`config.mk`:
```
export PLATFORM = sky130hd
export DESIGN_NAME = bcd_counter
export DESIGN_NICKNAME = d
export VERILOG_FILES = /design/src/rtl/bcd_counter.sv
export SDC_FILE = /design/constraint.sdc
export NUM_CORES = 1
export LEC_CHECK = 0
export ABC_CLOCK_PERIOD_IN_PS = 2600
export CORE_AREA = 2 2 49 61
export DETAILED_ROUTE_END_ITERATION = 10
export DIE_AREA = 0 0 51 63
export GPL_TIMING_DRIVEN = 0
export PLACE_DENSITY = 0.82
export SETUP_SLACK_MARGIN = 0.2
export SYNTH_ARGS = -nofsm -noshare
export SYNTH_HDL_FRONTEND = slang
export SYNTH_SLANG_ARGS = --single-unit
export TNS_END_PERCENT = 1
```
`constraint.sdc`:
```
create_clock -name sys_clk -period 2.6 [get_ports sys_clk]
set_input_delay 0.39 -clock sys_clk [delete_from_list [all_inputs] [get_ports sys_clk]]
set_output_delay 0.39 -clock sys_clk [all_outputs]
set_load 0.01 [all_outputs]
```
`src/rtl/bcd_counter.sv`:
```
// bcd_counter: DIGITS-digit decimal up/down counter held purely as 4-bit
// BCD digit registers. Edge priority is clear > load > tick > hold.
// Outputs are registered: bcd, carry (one-cycle wrap pulse) and changed
// (one-cycle pulse when bcd took a new value) all reflect the inputs
// sampled at the previous rising edge of sys_clk.
//
// Strobe semantics: tick, clear and load are level-sampled on every rising
// edge with no handshake and no edge detection; each cycle a strobe is high
// it acts once. There is no back-pressure, the counter always accepts.
module bcd_counter #(
  parameter int DIGITS = 2
) (
  input  logic                  sys_clk,
  input  logic                  sys_reset_n,
  input  logic                  tick,
  input  logic                  up,
  input  logic                  clear,
  input  logic                  load,
  input  logic [4*DIGITS-1:0]   load_value,
  output logic [4*DIGITS-1:0]   bcd,
  output logic                  carry,
  output logic                  changed
);

  logic [4*DIGITS-1:0] nxt_bcd;
  logic                nxt_carry;
  logic                ripple;
  logic [3:0]          digit;

  // Next-state for the digit chain: clear, saturating load, or a decimal
  // ripple step. A ripple that runs off the top digit is a full-range wrap.
  always_comb begin
    nxt_bcd   = bcd;
    nxt_carry = 1'b0;
    ripple    = 1'b1;
    digit     = 4'd0;
    if (clear) begin
      nxt_bcd = '0;
    end else if (load) begin
      for (int i = 0; i < DIGITS; i++) begin
        digit = load_value[4*i +: 4];
        nxt_bcd[4*i +: 4] = (digit > 4'd9) ? 4'd9 : digit;
      end
    end else if (tick) begin
      for (int i = 0; i < DIGITS; i++) begin
        digit = bcd[4*i +: 4];
        if (ripple) begin
          if (up) begin
            if (digit == 4'd9) begin
              nxt_bcd[4*i +: 4] = 4'd0;
            end else begin
              nxt_bcd[4*i +: 4] = digit + 4'd1;
              ripple = 1'b0;
            end
          end else begin
            if (digit == 4'd0) begin
              nxt_bcd[4*i +: 4] = 4'd9;
            end else begin
              nxt_bcd[4*i +: 4] = digit - 4'd1;
              ripple = 1'b0;
            end
          end
        end
      end
      // Ripple still set after the top digit means every digit wrapped.
      nxt_carry = ripple;
    end
  end

  // Register count and status pulses; reset clears everything immediately.
  always_ff @(posedge sys_clk or negedge sys_reset_n) begin
    if (!sys_reset_n) begin
      bcd     <= '0;
      carry   <= 1'b0;
      changed <= 1'b0;
    end else begin
      bcd     <= nxt_bcd;
      carry   <= nxt_carry;
      changed <= (nxt_bcd != bcd);
    end
  end

endmodule

```
==> results of run 1 <==
metal layers:
layer	up-vias	global-route usage
met3	11	0.04067
li1	713	-
met5	-	0
met2	66	0.4399
met1	728	0.3244
met4	0	0.1014
final cells by class:
type                       instances  area [sq um]  area share
multi-input combinational        137         975.9      0.5579
inverter                          12         45.04     0.02575
clock buffer                       4         36.28     0.02074
timing repair buffer              27         260.3      0.1488
tap                               34         42.54     0.02432
buffer                            16         138.9     0.07940
sequential                        10         250.2      0.1431
cell usage after synthesis, drive strengths merged (3+ instances only):
| master | count | share of area |
|---|---|---|
| a2111oi | 3 | 0.020 |
| nor3b | 3 | 0.021 |
| buf | 10 | 0.070 |
| a21oi | 13 | 0.049 |
| nor3 | 3 | 0.011 |
| o21ai | 13 | 0.049 |
| nor2 | 15 | 0.042 |
| nand2b | 4 | 0.019 |
| a211oi | 4 | 0.022 |
| mux2i | 4 | 0.030 |
| nand2 | 12 | 0.034 |
| dfrtp | 10 | 0.19 |
| or3 | 4 | 0.019 |
| nor2b | 3 | 0.014 |
| clkbuf | 5 | 0.014 |
| ha | 6 | 0.056 |
| inv | 12 | 0.034 |
| a31oi | 3 | 0.014 |
| nand3 | 3 | 0.011 |
cell usage in the layout, fill, tap and decap left out, types with 4 or more instances in the layout:
| master | Yosys | final |
|---|---|---|
| or3_1 | 4 | 4 |
| buf_6 | 5 | 5 |
| inv_1 | 12 | 10 |
| nand2_1 | 12 | 12 |
| o21ai_0 | 13 | 13 |
| a211oi_1 | 4 | 4 |
| ha_1 | 6 | 4 |
| a21oi_1 | 13 | 13 |
| nor2_1 | 15 | 15 |
| clkdlybuf4s50_1 | 0 | 23 |
| buf_4 | 5 | 9 |
| nand2b_1 | 4 | 4 |
| dfrtp_1 | 10 | 10 |
| mux2i_1 | 4 | 4 |
worst min-delay path by stage:
stage                     start               end  slack (ns)  cells past startpoint
2_1_floorplan       sys_reset_n  bcd[0]$_DFF_PN0_        0.09                      0
3_3_place_gp   bcd[7]$_DFF_PN0_  bcd[4]$_DFF_PN0_        0.67                      3
3_5_place_dp   bcd[7]$_DFF_PN0_  bcd[4]$_DFF_PN0_        0.70                      3
4_1_cts             sys_reset_n  bcd[0]$_DFF_PN0_        0.42                      1
5_1_grt             sys_reset_n   carry$_DFF_PN0_        0.45                      1
6_report            sys_reset_n  bcd[7]$_DFF_PN0_        0.42                      1
through the flow:
| stage | setup TNS (ns) | hold WS, ns | power, mW |
|---|---|---|---|
| after floorplan | 0 | 0.09441 | 0.3674 |
| after global placement | -0.02167 | 0.6747 | 0.4562 |
| after detailed placement | -0.1190 | 0.7042 | 0.4642 |
| after CTS | 0 | 0.4215 | 0.6205 |
| after global routing | 0 | 0.4513 | 0.6789 |
| final | 0 | 0.4212 | 0.6416 |
worst max-delay path: cells and delay by family, from the launching register on:
family,cells,cell delay [ns]
flops,1,0.37
buf+inv,2,0.34
compound gates,4,0.92
mux,2,0.31
fa+ha+maj,1,0.24
cells by family after synthesis:
family,Yosys count,share of synthesized area
buffers and inverters,28,0.1250
multiplexers,5,0.03825
flip-flops,10,0.1866
XOR/XNOR,2,0.01306
adder cells (fa/ha/maj),6,0.05597
AO/OA/AOI/OAI,67,0.3545
AND/OR/NAND/NOR,57,0.2267
state kept, by name (all words and copies together), names as in the netlist:
register / cells
bcd: 8
carry: 1
changed: 1
repair_timing:
| action | CTS | global route |
|---|---|---|
| gates resized for setup | 8 | 12 |
| pin swaps | 1 | 6 |
| endpoints found under the setup margin | 2 | 3 |
| setup buffers | 3 | 1 |
| cloned | 0 | 0 |
where the power goes:
group | internal (mW) | switching [mW]
registers | 0.167 | 0.0115
clock network | 0.0852 | 0.0552
logic | 0.155 | 0.168
==> results.md, run 1 <==
- Core area: 2654 sq um
- WL per Instance: between 15 and 20 um
- Vias in the first global route: 1407
- Syn Area/Cell: approximately 7.7 sq um
- Outcome: complete, no violations
- Register area share after synthesis: 0.1866
- Global-route wire length before repair: 6.541 mm
- DRT iter0 DRCs: slightly below 80
- Gr ovfl total: 0
- Met1 WL: roughly 1.7 mm
- Mapped Nets: 195
- Post-DP HPWL: 3.018 mm
- I/O Pins: 24
- Critical Path Start: bcd[5]$_DFF_PN0_
- Post-synth ARST share: 1.000
- Worst EP required: approximately 2.7 ns
- Num CTS Buffers: 3
- Antenna Nets Post-Route: 0
- Minimum clock period: between 2 and 2.5 ns
- Die Ht: around 63 um
- Port bufs: 23
- Setup Crit Path Kind: reg -> reg
- Ant. Diodes: 0
- Starting density of the core: 0.5054
- Area grow syn2layout: 30.41%
- CP max-delay cell: dfrtp_1
- Fin nets: 227
- Setup Skew: approximately 0.0048 ns
- CP Launch Type: flop
- Final setup margin: ~0.27 ns
- RSZ-0062 raised after global routing: true
- Highest net fanout along the worst path: 8
- Total wire length: 4.142 mm
- Die width: 51 um
- Dpl cells: about 230
- Max Fclk: 428.7 MHz
- Latest clock arrival within the worst-skew pair: 0.27 ns
- R2R Path End: changed$_DFF_PN0_
- GP Congestion: between 0.9 and 1
- Period utilization: 0.8973
- Critical Path AT: between 2 and 2.5 ns
- Final slew viol count: 0
- Top_reg_cell synth: dfrtp_1
- Share of layout cells above drive strength 1: 0.1796
- Worst-Margin Slew: 0.6350 ns
- CP max stage delay: about 0.37 ns
- RR Startpoint: bcd[5]$_DFF_PN0_
- DR top layer: met4
- Critical path, cell by cell: buf_2 > inv_1 > ha_1 > a21oi_1 > mux2i_1 > a22oi_1 > mux2i_1 > o2111ai_1 > a2111o_1
- Finish-stage setup viols: 0
- Worst hold path class: in -> async
- Residual DRC count: 0
- Max cap viols: 0
- Largest net degree at the start of global routing: 11
- WL met3: about 170 um
- Die footprint: between 3000 and 4000 sq um
- Critical path endpoint category: flop
- Max clock buf depth: 2
- Crit path to: changed$_DFF_PN0_
- #FFs+latches synth: 10
- Synth cell types: between 50 and 60
- P_leak: about 0.7 nW
- Root Driver: clkbuf_4
- Number of core rows: 21
- Hold_buf cts: 0
- Max-Slew Margin vs Limit: 0.5756
- Syn. warnings: 0
- Cell Area, Synth: 1341 sq um
- Clock sinks: 10
- Clock-pin slew of the registers on the worst-case setup and hold paths: 0.07 ns
- FF-to-FF setup slack: 0.27 ns
- EDFF count, synth: 0
- Vias per cell: between 6 and 7
- VDD IR max: 0.0005760 V
- Post-route cell area: around 1700 sq um
- CTS tree: done
- Placed Area: 1617 sq um
- Initial antenna violation count: 0
- Power per cell area: ~370 nW/um^2
- Setup WS pre-CTS: -0.07745 ns
- Crit-path most repeated cell: mux2i_1
- Worst r2r path cells: 9
- Final Hold Violating Endpoints: 0
- Vias: approximately 1500
- Layout fillers: 241
- Final Non-Filler Cells: between 200 and 250
- Post-synthesis cell count: 175
- First drt pass iteration count: 4
- Routed wire length on met2: around 2.2 mm
- Final design utilization: 0.6591
- Total track usage: 0.2608
- Htree depth: 1
Note: power is estimated with default switching activity, not from simulation.
==> run 2, diff against run 1 <==
- GPL_ROUTABILITY_DRIVEN: unset -> 0
- REMOVE_ABC_BUFFERS: unset -> 1
==> results.md, run 2 (synthesis results as in run 1) <==
- CP max stage delay: around 0.49 ns
- Final setup margin: ~0.28 ns
- Fin nets: approximately 210
- P_leak: about 0.6 nW
- Total wire length: roughly 3.5 mm
- Finish-stage setup viols: 0
- Setup TNS: 0 ns
- Critical path endpoint category: flop
- Global-route wire length before repair: ~6 mm
- Die width: 51 um
- Die Ht: between 60 and 70 um
- Gr ovfl total: 0
- Met1 WL: approximately 1.5 mm
- Critical Path Start: bcd[4]$_DFF_PN0_
- Routed wire length on met2: around 1.8 mm
- Largest net degree at the start of global routing: 24
- Layout fillers: approximately 250
- Setup Skew: about 0.0032 ns
- Initial antenna violation count: 0
- Final Non-Filler Cells: around 220
- Total track usage: 0.2377
- Area grow syn2layout: 16.51%
- Residual DRC count: 0
- Vias per cell: 6.392
- Placed Area: approximately 1500 sq um
- Htree depth: 1
- Number of core rows: 21
- Total power: 579.8 uW
- Worst hold path class: in -> async
- First drt pass iteration count: 4
- Core area: between 2000 and 3000 sq um
- Ant. Diodes: 0
- Clock-pin slew of the registers on the worst-case setup and hold paths: around 0.06 ns
- Final design utilization: 0.5889
- Setup Crit Path Kind: reg -> reg
- DR top layer: met4
- Latest clock arrival within the worst-skew pair: about 0.26 ns
- Port bufs: 23
- CP top delay family: compound AO/OA/AOI/OAI gates
- Top register by number of flip-flops: bcd
- CP Launch Type: flop
- WL met3: roughly 150 um
- Die footprint: approximately 3200 sq um
- Largest regs: bcd x8, carry x1, changed x1
- Clock sinks: 10
- RR Startpoint: bcd[4]$_DFF_PN0_
- Vias in the first global route: roughly 1400
- Power per cell area: between 300 and 400 nW/um^2
- Max Fclk: approximately 430 MHz
- Hold_buf cts: 0
- Critical Path AT: between 2 and 2.5 ns
- DRT iter0 DRCs: 50
- Max FFs per register: 8
- Highest net fanout along the worst path: 11
- Starting density of the core: 0.5054
- Setup WS pre-CTS: -0.4353 ns
- Minimum clock period: roughly 2.3 ns
- Outcome: complete, no violations
- WP buf/inv: 1
- Period utilization: 0.8916
- CTS tree: done
- Most frequent cells in the layout: 19 x clkdlybuf4s50_1, 15 x nor2_1, 13 x a21oi_1
- Root Driver: clkbuf_4
- Final hold slack: around 0.43 ns
- VDD IR max: ~0.00027 V
- RSZ-0062 raised after global routing: false
- Worst-Margin Slew: about 0.55 ns
- Num CTS Buffers: 3
- CP max-delay cell: dfrtp_2
- Vias: approximately 1400
- Final slew viol count: 0
- Final Hold Violating Endpoints: 0
- Antenna Nets Post-Route: 0
- I/O Pins: 24
- Leading cell type in the layout, fill and taps excluded: clkdlybuf4s50_1
- WL per Instance: 15.97 um
- Post-route cell area: approximately 1600 sq um
- Worst EP required: roughly 2.7 ns
- Share of layout cells above drive strength 1: 0.1436
- Critical path, cell by cell: inv_2 > ha_2 > nor3b_2 > o32a_1 > o21bai_1 > a221oi_1 > nand4_1 > a2111o_1
- Max cap viols: 0
- Max clock buf depth: 2
- Post-DP HPWL: around 2.5 mm
- Max-Slew Margin vs Limit: 0.6324
- Dpl cells: ~220
run 2: cell types whose count changed in the layout (fill, tap and decap cells not counted), moves of 2 or more:
cell,before,now
ha_2,0,3
clkbuf_8,3,1
dlymetal6s2s_1,0,2
buf_6,5,0
clkdlybuf4s50_1,23,19
a2111oi_1,2,0
clkbuf_1,2,0
dfrtp_1,10,6
buf_4,9,2
dfrtp_2,0,4
ha_4,2,0
run 2: worst paths after layout:
| path | slack (ns) | to | cells after the start |
|---|---|---|---|
| max in group asynchronous | 1.85 | bcd[0]$_DFF_PN0_ | 1 |
| worst max-delay path | 0.28 | changed$_DFF_PN0_ | 8 |
| worst min register to register | 0.69 | bcd[0]$_DFF_PN0_ | 3 |
| min in group sys_clk | 0.63 | bcd[0]$_DFF_PN0_ | 3 |
| worst max register to register | 0.28 | changed$_DFF_PN0_ | 8 |
| worst min-delay path | 0.43 | carry$_DFF_PN0_ | 1 |
run 2: worst register-to-register path: stages (launching register included):
cell and delay (ns):
dfrtp_2 0.49, inv_2 0.13, ha_2 0.24, nor3b_2 0.21, o32a_1 0.25, o21bai_1 0.08, a221oi_1 0.29, nand4_1 0.14
a2111o_1 0.38
run 2: metal layers:
metal | global-route usage | vias up
met5 | 0 | -
met4 | 0.08108 | 0
met3 | 0.03110 | 8
met2 | 0.3961 | 55
met1 | 0.3098 | 677
li1 | - | 679
run 2: power by group:
group / leakage [nW] / total, mW / internal, mW / switching, mW
Sequential: 0.122 / 0.197 / 0.167 / 0.0300
Clock: 0.0210 / 0.133 / 0.0848 / 0.0480
Combinational: 0.466 / 0.250 / 0.119 / 0.131
run 2: what timing repair did:
| item | in CTS | in global routing |
|---|---|---|
| pin swaps | 0 | 2 |
| gates resized for setup | 9 | 12 |
| setup buffers | 2 | 0 |
| endpoints found under the setup margin | 3 | 2 |
run 2: area by class of cell:
cell class / instances / area, sq um / share of cell area
well taps: 34 / 42.54 / 0.02722
multi-input cells: 137 / 943.4 / 0.6037
clock buffers: 4 / 36.28 / 0.02322
flip-flops and latches: 10 / 255.2 / 0.1633
repair buffers: 25 / 240.2 / 0.1537
inverters: 12 / 45.04 / 0.02882
